[config.mk]
export PLATFORM = sky130hd
export DESIGN_NAME = fir_filter_param
export DESIGN_NICKNAME = d
export VERILOG_FILES = /design/src/rtl/fir_param_pkg.sv /design/src/rtl/fir_sample_counter.sv /design/src/rtl/sync_low.sv /design/src/rtl/fir_filter_param.sv
export SDC_FILE = /design/constraint.sdc
export NUM_CORES = 1
export LEC_CHECK = 0
export CORE_MARGIN = 10
export CORE_UTILIZATION = 50
export CTS_CLUSTER_DIAMETER = 30
export DETAILED_ROUTE_END_ITERATION = 12
export GPL_TIMING_DRIVEN = 0
export PLACE_DENSITY = 0.67
export SETUP_SLACK_MARGIN = 0.4
export SYNTH_ARGS = -nofsm -noshare
export SYNTH_HDL_FRONTEND = slang
export SYNTH_SLANG_ARGS = --single-unit
[constraint.sdc]
create_clock -name clk -period 10.31 [get_ports clk]
set_clock_uncertainty 0.05 [all_clocks]
set_input_delay 2.062 -clock clk [delete_from_list [all_inputs] [get_ports clk]]
set_output_delay 2.062 -clock clk [all_outputs]
set_load 0.05 [all_outputs]
[src/rtl/fir_param_pkg.sv]
// Shared types and helpers for the parametrised FIR engine.
// States, accumulator sizing and output saturation.
package fir_param_pkg;

  typedef enum logic [1:0] {
    IDLE,
    LOAD,
    MAC,
    OUT
  } state_t;

  localparam int SAT_W = 64;

  function automatic int acc_width(
    input int dw,
    input int nt
  );
    return 2 * dw + $clog2(nt);
  endfunction

  // Clamp a wide signed value into dw-bit two's complement range.
  function automatic logic signed [SAT_W-1:0] saturate(
    input  logic signed [SAT_W-1:0] r,
    input  int                      dw,
    output logic                    ovf
  );
    logic signed [SAT_W-1:0] hi;
    logic signed [SAT_W-1:0] lo;
    hi  = (64'sd1 <<< (dw - 1)) - 64'sd1;
    lo  = -(64'sd1 <<< (dw - 1));
    ovf = 1'b0;
    saturate = r;
    if (r > hi) begin
      ovf      = 1'b1;
      saturate = hi;
    end else if (r < lo) begin
      ovf      = 1'b1;
      saturate = lo;
    end
  endfunction

endpackage

[src/rtl/fir_sample_counter.sv]
// Counts completed filter outputs, saturating at SAMPLE_COUNT.
// done is a level that holds until the next clear.
module fir_sample_counter #(
  parameter int SAMPLE_COUNT = 1000
) (
  input  logic clk,
  input  logic n_reset,
  input  logic clear,
  input  logic incr,
  output logic done
);

  localparam int CW = $clog2(SAMPLE_COUNT + 1);
  localparam logic [CW-1:0] LIMIT = CW'(SAMPLE_COUNT);

  logic [CW-1:0] cnt;
  logic [CW-1:0] cnt_inc;

  assign cnt_inc = cnt + CW'(1);

  always_ff @(posedge clk or negedge n_reset) begin
    if (!n_reset) begin
      cnt  <= '0;
      done <= 1'b0;
    end else if (clear) begin
      cnt  <= '0;
      done <= 1'b0;
    end else if (incr && cnt != LIMIT) begin
      cnt  <= cnt_inc;
      done <= (cnt_inc == LIMIT);
    end
  end

endmodule

[src/rtl/sync_low.sv]
// Two-flop synchroniser for an asynchronous level input.
// Both stages reset low.
module sync_low (
  input  logic clk,
  input  logic n_reset,
  input  logic async_in,
  output logic sync_out
);

  logic meta;

  always_ff @(posedge clk or negedge n_reset) begin
    if (!n_reset) begin
      meta     <= 1'b0;
      sync_out <= 1'b0;
    end else begin
      meta     <= async_in;
      sync_out <= meta;
    end
  end

endmodule

[src/rtl/fir_filter_param.sv]
// N-tap Q1.(DATA_W-1) FIR engine, one tap MAC per cycle.
// Serial coefficient load, saturated output, sticky error.
module fir_filter_param
  import fir_param_pkg::*;
#(
  parameter int DATA_W       = 16,
  parameter int NTAPS        = 4,
  parameter int SAMPLE_COUNT = 1000
) (
  input  logic              clk,
  input  logic              n_reset,
  input  logic [DATA_W-1:0] sample_data,
  input  logic [DATA_W-1:0] fir_coefficient,
  input  logic              load_coeff,
  input  logic              data_ready,
  output logic [DATA_W-1:0] fir_out,
  output logic              modwait,
  output logic              err,
  output logic              count_done
);

  localparam int ACC_W = acc_width(DATA_W, NTAPS);
  localparam int PRD_W = 2 * DATA_W;
  localparam int TAP_W = $clog2(NTAPS);
  localparam logic [TAP_W-1:0] LAST = TAP_W'(NTAPS - 1);

  state_t state;
  state_t state_nx;

  logic dr_sync;
  logic lc_sync;
  logic dr_q;
  logic lc_q;
  logic dr_edge;
  logic lc_edge;

  logic signed [DATA_W-1:0] smp  [NTAPS];
  logic signed [DATA_W-1:0] coef [NTAPS];

  logic signed [ACC_W-1:0] acc;
  logic signed [ACC_W-1:0] acc_sh;
  logic signed [PRD_W-1:0] prod;
  logic signed [SAT_W-1:0] sat_val;
  logic                    sat_ovf;

  logic [TAP_W-1:0] tap;
  logic [TAP_W-1:0] load_idx;

  sync_low u_sync_dr (
    .clk      (clk),
    .n_reset  (n_reset),
    .async_in (data_ready),
    .sync_out (dr_sync)
  );

  sync_low u_sync_lc (
    .clk      (clk),
    .n_reset  (n_reset),
    .async_in (load_coeff),
    .sync_out (lc_sync)
  );

  assign dr_edge = dr_sync & ~dr_q;
  assign lc_edge = lc_sync & ~lc_q;
  assign modwait = (state != IDLE);

  always_comb begin
    prod = PRD_W'(smp[tap]) * PRD_W'(coef[tap]);
    acc_sh = acc >>> (DATA_W - 1);
    sat_ovf = 1'b0;
    sat_val = saturate(SAT_W'(acc_sh), DATA_W, sat_ovf);
  end

  always_ff @(posedge clk or negedge n_reset) begin
    if (!n_reset) state <= IDLE;
    else          state <= state_nx;
  end

  always_comb begin
    state_nx = state;
    case (state)
      IDLE: begin
        if (lc_edge)      state_nx = LOAD;
        else if (dr_edge) state_nx = MAC;
      end
      LOAD:    state_nx = IDLE;
      MAC:     if (tap == LAST) state_nx = OUT;
      OUT:     state_nx = IDLE;
      default: state_nx = IDLE;
    endcase
  end

  always_ff @(posedge clk or negedge n_reset) begin
    if (!n_reset) begin
      dr_q     <= 1'b0;
      lc_q     <= 1'b0;
      acc      <= '0;
      tap      <= '0;
      load_idx <= '0;
      fir_out  <= '0;
      err      <= 1'b0;
      for (int k = 0; k < NTAPS; k++) begin
        smp[k]  <= '0;
        coef[k] <= '0;
      end
    end else begin
      dr_q <= dr_sync;
      lc_q <= lc_sync;
      // Any request arriving while busy is discarded.
      if (state != IDLE && (dr_edge || lc_edge))
        err <= 1'b1;
      case (state)
        IDLE: begin
          if (lc_edge) begin
            coef[load_idx] <= fir_coefficient;
            load_idx <= (load_idx == LAST) ?
                        '0 : load_idx + 1'b1;
            if (dr_edge) err <= 1'b1;
          end else if (dr_edge) begin
            for (int k = NTAPS - 1; k > 0; k--)
              smp[k] <= smp[k-1];
            smp[0] <= sample_data;
            acc    <= '0;
            tap    <= '0;
            err    <= 1'b0;
          end
        end
        MAC: begin
          acc <= acc + ACC_W'(prod);
          tap <= tap + 1'b1;
        end
        OUT: begin
          fir_out <= DATA_W'(sat_val);
          if (sat_ovf) err <= 1'b1;
        end
        default: ;
      endcase
    end
  end

  fir_sample_counter #(
    .SAMPLE_COUNT (SAMPLE_COUNT)
  ) u_cnt (
    .clk     (clk),
    .n_reset (n_reset),
    .clear   ((state == IDLE) && lc_edge),
    .incr    (state == OUT),
    .done    (count_done)
  );

endmodule

==> flow_summary.toml, run 1 <==
[floorplanning]
ios = 55
fp.dieW_um = 219
rows = 72
initial_core_util = 0.510
die_h_um = 219
core_um2 = 39000
die_area_um2 = 48100

[timing]
fin_crit_sh = 0.874
setup_ws_ps = 1300
fmax_mhz = 111
hold_viol_final = 0
min_period_ps = 9010
max-slew-margin-rel = 0.147
slew_violations = 0
fin_tns_setup_ps = 0
rsz0062_at_grt = "false"
worstMarginPinSlew_ps = 1270
setup_viol = 0

[drt]
routed_wl_um = 51200
drc = 0
viasPerCell = 5.36
drt-initial-drc-count = 1141
vias = 13900
antenna_left = 0
drt_first_pass_iters = 5
routedWlPerCell_um = 19.8

[clock_network]
clk_path_buf_depth = 3
path_clk_slew_ps = 50
clk_latency_ps = 570
root_buffer = "clkbuf_16"
clock_sinks = 202
post_cts_resized = 0
numCtsBuffers = 50
post_cts_buffers = 0
cts_tree = "done"
h-tree-depth = 2
ctsHoldBuffers = 0

[run]
maxCapViolations = 0

[critical_path]
cp.required_ps = 10720
path_class = "flop to flop"
worst_setup_path_end_kind = "flop"
arrival_ps = 9420
startpoint_type = "flop"
critPathMaxFanout = 10

[run_status]
status = "completed"

[grt]
antenna_found_initial = 0
grt_max_degree = 118
groute.usage.overall = 0.222
grt_pass1_wl_um = 82700
grt_overflow_total = 0
grt_pass1_vias = 14900

[yosys]
ys_top_cells_by_area = "fa_1, dfrtp_1, mux2_2"
yosysUniqueCellTypes = 51
syn_avg_cell_area_um2 = 10.3
seq_area_frac_synth = 0.254
synth_top_area_share = 0.307
synth-seq-cells = 202
syn_inst = 1922
synth_fp_nets = 2376
synth_edf_count = 0
synth_area_um2 = 19900
synthFlopType = "dfrtp_1"
async_flop_share = 1.00
yosysWarnings = 0
synth_top_area_cell = "fa_1"

[place]
io_buffers = 54
gp_congestion = 0.949
dp_hpwl_um = 40500
pre_cts_ws_ps = 1420

[cells_and_area]
num_antenna_cells = 0
multi_input_area_um2 = 13100
fill_cells = 3231
drive_above_1_share = 0.127
seq_area_um2 = 5050
nets = 2483
synthToLayoutAreaGrowth_pct = 15.1

[min_path]
hp-class = "flop to flop"
-- Yosys cell counts, drive strengths merged (3+ instances only) --
cell type,number
nand3,9
and3,4
dfrtp,202
a21o,9
nand2b,9
and2,32
ha,113
a21boi,3
a22o,10
a31oi,6
buf,11
nor2b,9
o21a,20
o21ai,76
or4,3
xnor2,26
or3,3
and4,3
nand2,206
a21oi,36
o22ai,4
inv,375
mux4,11
nor2,130
mux2,150
mux2i,23
clkbuf,66
fa,305
o31ai,3
nor3,8
o211ai,19
nand4,3
xor2,16
-- layout make-up --
class / count / area share
multi-input cells: 1268 / 0.574
flip-flops and latches: 202 / 0.221
clock buffers: 63 / 0.0621
inverters: 375 / 0.0615
well taps: 518 / 0.0283
repair buffers: 55 / 0.0250
clock inverters: 31 / 0.0157
plain buffers: 77 / 0.0128
-- critical path, stage by stage, from the launching register on --
cell      delay (ps)
dfrtp_1          340
buf_2            310
buf_1            560
buf_1            760
mux4_2           600
clkbuf_1         590
nand2_1          180
fa_1             570
inv_1             70
fa_1             450
fa_1             540
fa_1             440
fa_1             500
inv_1             70
fa_1             530
inv_1             60
ha_1             330
a21oi_1          410
a21oi_1          120
a311o_1          390
or2_1            320
a21oi_4          250
o21ai_0          140
a221o_1          310
-- flip-flops by register name, indices dropped and copies added (netlist names) --
signal,flops
u_sync_dr.sync_out,1
u_cnt.done,1
tap,2
u_cnt.cnt,10
u_sync_lc.meta,1
fir_out,16
load_idx,2
lc_q,1
state,2
smp,64
acc,34
u_sync_lc.sync_out,1
u_sync_dr.meta,1
err,1
coef,64
dr_q,1
-- metrics by stage --
stage | hold WS (ps) | cell area (µm²) | std cells | utilization
2_1_floorplan | 281 | 19900 | 1922 | -
3_3_place_gp | 289 | 21100 | 2494 | 0.540
3_5_place_dp | 287 | 21100 | 2495 | 0.541
4_1_cts | 297 | 22900 | 2589 | 0.587
5_1_grt | 318 | 22900 | 2589 | 0.587
6_report | 294 | 22900 | 2589 | 0.587
-- cells in the final DEF (no fill, tap or decap), types with 51 or more instances in the layout --
cell type        count
nand2_1            206
dfrtp_1            202
o21ai_0             56
clkdlybuf4s50_1     53
nor2_1             130
ha_1               113
clkbuf_1            68
fa_1               305
clkbuf_16           51
inv_1              375
mux2_2             150
-- final timing paths --
check | startpoint | to | slack (ps) | depth (start not counted)
max | tap[1]$_DFFE_PN0P_ | acc[33]$_DFFE_PN0P_ | 1300 | 23
min | u_sync_dr.meta$_DFF_PN0_ | u_sync_dr.sync_out$_DFF_PN0_ | 290 | 0
max reg2reg | tap[1]$_DFFE_PN0P_ | acc[33]$_DFFE_PN0P_ | 1300 | 23
min reg2reg | u_sync_dr.meta$_DFF_PN0_ | u_sync_dr.sync_out$_DFF_PN0_ | 290 | 0
max in group asynchronous | n_reset | smp[27]$_DFFE_PN0P_ | 7720 | 2
min in group asynchronous | n_reset | load_idx[1]$_DFFE_PN0P_ | 1440 | 1
-- metal layers --
layer | vias to the layer above | track usage | routed length (µm)
met4 | 0 | 0.0655 | 1450
met1 | 7031 | 0.298 | 21500
met5 | - | 0 | 0
met2 | 501 | 0.349 | 23800
met3 | 87 | 0.0571 | 4410
li1 | 6254 | - | -
-- logic make-up after synthesis --
| group | Yosys count | synth area share |
|---|---|---|
| compound gates | 201 | 0.0639 |
| xor+xnor | 42 | 0.0185 |
| fa+ha+maj | 418 | 0.378 |
| buf+inv | 452 | 0.0855 |
| flops | 202 | 0.254 |
| mux | 184 | 0.109 |
| simple gates | 423 | 0.0906 |
Power of run 1 is left out: the tool's default activity adds up to more than one toggle a clock period on the data nets, which glitch-free logic cannot reach.
==> run 2, diff against run 1 <==
Settings changed: PLACE_DENSITY 0.67 to 0.69, SYNTH_HIERARCHICAL set to 1.
Clock period 10.31 ns to 7.3 ns, I/O delays scaled along.
==> flow_summary.toml, run 2 <==
[run_status]
status = "completed"

[yosys]
syn_avg_cell_area_um2 = 10.4
synth_common_cells = "inv_1, fa_1, dfrtp_1"
async_flop_share = 1.00
syn_inst = 1942
synth_top_area_share = 0.303
yosysMostFrequentCell = "inv_1"
seq_area_frac_synth = 0.251
synth-seq-cells = 202
synth_area_um2 = 20200
synth_top_area_cell = "fa_1"
ys_top_cells_by_area = "fa_1, dfrtp_1, mux2_2"
yosysUniqueCellTypes = 69
synth_fp_nets = 2396
synth_edf_count = 0
yosysWarnings = 6
synthFlopType = "dfrtp_1"

[drt]
wl_met3_um = 4520
drc = 0
viasPerCell = 5.54
drt-initial-drc-count = 1187
vias = 15100
routedWlPerCell_um = 20.5
routed_wl_um = 55800
maxUsedRoutingLayer = "met4"
drt_first_pass_iters = 7
wl_met1_um = 22200
wl_met2_um = 27300
antenna_left = 0

[cells_and_area]
synthToLayoutAreaGrowth_pct = 25.2
final_common_cell = "inv_1"
num_antenna_cells = 0
layout_common_cells = "inv_1, fa_1, dfrtp_1"
drive_above_1_share = 0.246
top_regs = "coef: 64 flops, smp: 64 flops, acc: 34 flops"
nets = 2605

[timing]
hold_viol_final = 0
worstMarginPinSlew_ps = 1260
fin_crit_sh = 0.993
min_period_ps = 7250
setup_ws_ps = 53.3
setup_viol = 0
rsz0062_at_grt = "true"
fin_hold_ws_ps = 304
max-slew-margin-rel = 0.158
slew_violations = 0
fmax_mhz = 138

[grt]
grt_max_degree = 113
grt_pass1_vias = 15900
grt_overflow_total = 0
groute.usage.overall = 0.226
antenna_found_initial = 0
grt_pass1_wl_um = 88000

[floorplanning]
die_area_um2 = 48800
ios = 55
core_um2 = 39800
rows = 73
die_h_um = 221
fp.dieW_um = 221
initial_core_util = 0.507

[clock_network]
path_clk_slew_ps = 50
ctsHoldBuffers = 0
clock_sinks = 202
cts_tree = "done"
clk_latency_ps = 610
numCtsBuffers = 52
h-tree-depth = 2
root_buffer = "clkbuf_16"
clk_path_buf_depth = 3

[critical_path]
arrival_ps = 7700
path_common_cell = "fa_1"
path_buf_inv = 10
rr_worst_depth = 28
worst_setup_path_end_kind = "flop"
cp.required_ps = 7750
critPathMaxFanout = 6
startpoint_type = "flop"
path_class = "flop to flop"
crit_family = "adder cells"
cp_slowest_stage_delay_ps = 630
critical_path_depth = 28
crit_path_top_delay_cell = "or4_4"

[place]
pre_cts_ws_ps = -776
io_buffers = 54
gp_congestion = 0.933
dp_hpwl_um = 40400

[min_path]
hp-class = "flop to flop"
whs_path_depth = 0

[run]
maxCapViolations = 0
[run 2: cell count changes in the layout (fill, tap and decap cells not counted), sizes merged, moves of 5 or more]
cell,before,now
nand3,9,16
nor2b,9,16
o21ai,76,81
clkinv,16,21
nand2,206,195
clkbuf,129,112
buf,13,128
o211ai,19,25
xnor2,26,21
nand2b,9,14
or3,3,9
nor2,130,114
[run 2: stage by stage]
step                       util  area (µm²)  setup TNS (ps)  std cells
after floorplan               -       20300               0       1942
after global placement    0.540       21500         -752930       2521
after detailed placement  0.541       21500           -7040       2522
after CTS                 0.618       24600               0       2688
after global routing      0.634       25300            -174       2720
final                     0.634       25300               0       2720
[run 2: cell type report]
cell class	count	area (µm²)
flip-flops and latches	202	5060
fillers	3117	14600
plain buffers	75	694
clock buffers	63	1410
inverters	376	1410
clock inverters	35	438
multi-input cells	1289	14100
repair buffers	155	1470
well taps	525	657
[run 2: cell families after synthesis]
group / count (synthesis) / share of synthesized area
buffers and inverters: 451 / 0.0846
and+or+nand+nor: 428 / 0.0943
adders and majority gates: 418 / 0.373
AOI/OAI and AO/OA: 222 / 0.0730
DFF: 202 / 0.251
muxes: 186 / 0.110
xor gates and xnor gates: 35 / 0.0152
[run 2: path summary, 6_finish.rpt]
kind / startpoint / end / slack (ps)
hold / removal: u_sync_lc/meta$_DFF_PN0_ / u_sync_lc/sync_out$_DFF_PN0_ / 300
setup reg to reg: tap[1]$_DFFE_PN0P_ / acc[29]$_DFFE_PN0P_ / 50
setup / recovery: tap[1]$_DFFE_PN0P_ / acc[29]$_DFFE_PN0P_ / 50
hold reg to reg: u_sync_lc/meta$_DFF_PN0_ / u_sync_lc/sync_out$_DFF_PN0_ / 300
max in group asynchronous: n_reset / acc[20]$_DFFE_PN0P_ / 5330
min in group asynchronous: n_reset / coef[9]$_DFFE_PN0P_ / 800
[run 2: timing repair]
action	in CTS	in global routing
pin swaps	42	64
gates cloned	5	2
resized for setup	165	116
buffers inserted	63	30
endpoints found under the setup margin	22	19
[run 2: layer usage]
layer / track usage / up-vias
met5: 0 / -
met4: 0.0826 / 0
met3: 0.0554 / 131
met2: 0.370 / 563
met1: 0.286 / 7765
li1: - / 6605
Power of run 2 is left out for the same reason.
==> run 3, diff against run 2 <==
Settings changed: ABC_AREA set to 1, CTS_CLUSTER_DIAMETER 30 to not set.
==> flow_summary.toml, run 3 <==
[timing]
rsz0062_at_grt = "true"
min_period_ps = 6740
slew_violations = 0
worstMarginPinSlew_ps = 649
setup_viol = 0
fmax_mhz = 148
fin_crit_sh = 0.923
max-slew-margin-rel = 0.567
hold_viol_final = 0
setup_ws_ps = 562

[drt]
viasPerCell = 5.37
drt-initial-drc-count = 1443
drc = 0
routedWlPerCell_um = 18.7
drt_first_pass_iters = 5
routed_wl_um = 58800
vias = 16900
antenna_left = 0

[yosys]
synth_top_area_share = 0.292
synth_area_um2 = 20900
synth_top_area_cell = "fa_1"
yosysWarnings = 6
synthFlopType = "dfrtp_1"
async_flop_share = 1.00
synth_common_cells = "nand2_1, inv_1, fa_1"
synth-seq-cells = 202
syn_inst = 2475
synth_fp_nets = 2929
yosysUniqueCellTypes = 53
yosysMostFrequentCell = "nand2_1"
ys_top_cells_by_area = "fa_1, dfrtp_1, nand2_1"
seq_area_frac_synth = 0.242
syn_avg_cell_area_um2 = 8.45
synth_edf_count = 0

[cells_and_area]
num_antenna_cells = 0
nets = 3054
synthToLayoutAreaGrowth_pct = 14.0
design_area_um2 = 23800
drive_above_1_share = 0.115
final_common_cell = "nand2_1"
layout_common_cells = "nand2_1, inv_1, fa_1"
top_regs = "coef: 64 flops, smp: 64 flops, acc: 34 flops"

[place]
dp_hpwl_um = 46900
gp_congestion = 0.961
io_buffers = 54
place_area_um2 = 22100
pre_cts_ws_ps = 18.4

[grt]
groute.usage.overall = 0.238
grt_pass1_wl_um = 95300
antenna_found_initial = 0
grt_overflow_total = 0
grt_pass1_vias = 17600
grt_max_degree = 123

[critical_path]
r2r-start = "tap[0]$_DFFE_PN0P_"
cp.required_ps = 7680
path_class = "flop to flop"
arrival_ps = 7110
worst_setup_path_end_kind = "flop"
critPathMaxFanout = 10
rrSetupSlack_ps = 560
startpoint_type = "flop"
path_buf_inv = 10
cp_slowest_stage_delay_ps = 540
critical_path.startpoint = "tap[0]$_DFFE_PN0P_"
crit_path_top_delay_cell = "fa_1"
crit_family = "adder cells"
path_common_cell = "fa_1"

[clock_network]
clk_path_buf_depth = 3
h-tree-depth = 1
numCtsBuffers = 25
path_clk_slew_ps = 60
clk_latency_ps = 550
cts_tree = "done"
clock_sinks = 202
root_buffer = "clkbuf_16"

[floorplanning]
rows = 74
fp.dieW_um = 224
die_area_um2 = 50400
core_um2 = 41100
initial_core_util = 0.509
die_h_um = 224
ios = 55

[min_path]
hp-start = "u_sync_lc/meta$_DFF_PN0_"
hp-class = "flop to flop"

[run_status]
status = "completed"

[run]
maxCapViolations = 0
==> run 3: changes by cell type after synthesis, moves of 19 or more <==
cell	delta
mux2i_1	-24
inv_2	+23
and2_1	-30
nand3_1	+37
a21oi_1	+37
o211ai_1	-24
a32oi_2	+19
clkbuf_1	-39
nand2_1	+373
nor2_1	+113
mux2_2	-148
inv_1	+137
o21ai_0	+99
==> run 3: path summary, 6_finish.rpt <==
check,cells after the start,to
hold / removal,0,u_sync_lc/sync_out$_DFF_PN0_
min in group asynchronous,1,u_cnt/cnt[2]$_DFFE_PN0P_
hold reg to reg,0,u_sync_lc/sync_out$_DFF_PN0_
setup reg to reg,30,acc[33]$_DFFE_PN0P_
max in group asynchronous,2,smp[40]$_DFFE_PN0P_
setup / recovery,30,acc[33]$_DFFE_PN0P_
==> run 3: cells by family (layout without fill, tap and decap cells) <==
logic type      Yosys count  after routing  share of synthesized area
compound gates          328            328                     0.0997
xor+xnor                  5              5                    0.00209
fa+ha+maj               418            418                      0.360
buf+inv                 617            758                      0.122
flops                   202            202                      0.242
mux                       1              1                   0.000539
simple gates            904            904                      0.175
==> run 3: per-layer routing <==
metal	up-vias	track usage	routed length, µm
li1	7748	-	-
met1	8515	0.331	26000
met2	531	0.384	27300
met3	104	0.0310	3520
met4	0	0.0722	1950
met5	-	0	0
==> run 3: layout make-up <==
| cell class | count | area (µm²) |
|---|---|---|
| multi-input combinational | 1656 | 13700 |
| fill | 3676 | 17300 |
| inverter | 541 | 2050 |
| clock inverter | 9 | 88.8 |
| sequential | 202 | 5050 |
| tap | 532 | 666 |
| buffer | 76 | 563 |
| timing repair buffer | 98 | 971 |
| clock buffer | 34 | 719 |
==> run 3: repair_timing <==
item | 4_1_cts | 5_1_grt
setup endpoints to repair | 16 | 20
gates resized for setup | 21 | 104
hold buffers | 0 | 0
buffers inserted | 13 | 30
pin swaps | 4 | 19
==> run 3: stage by stage <==
step	hold WS (ps)	setup TNS, ps	cells	util
3_5_place_dp	291	0	3062	0.539
6_report	296	0	3148	0.580
3_3_place_gp	285	-775330	3061	0.538
2_1_floorplan	281	0	2475	-
4_1_cts	302	0	3118	0.564
5_1_grt	307	0	3148	0.580
Power of run 3 is left out for the same reason.
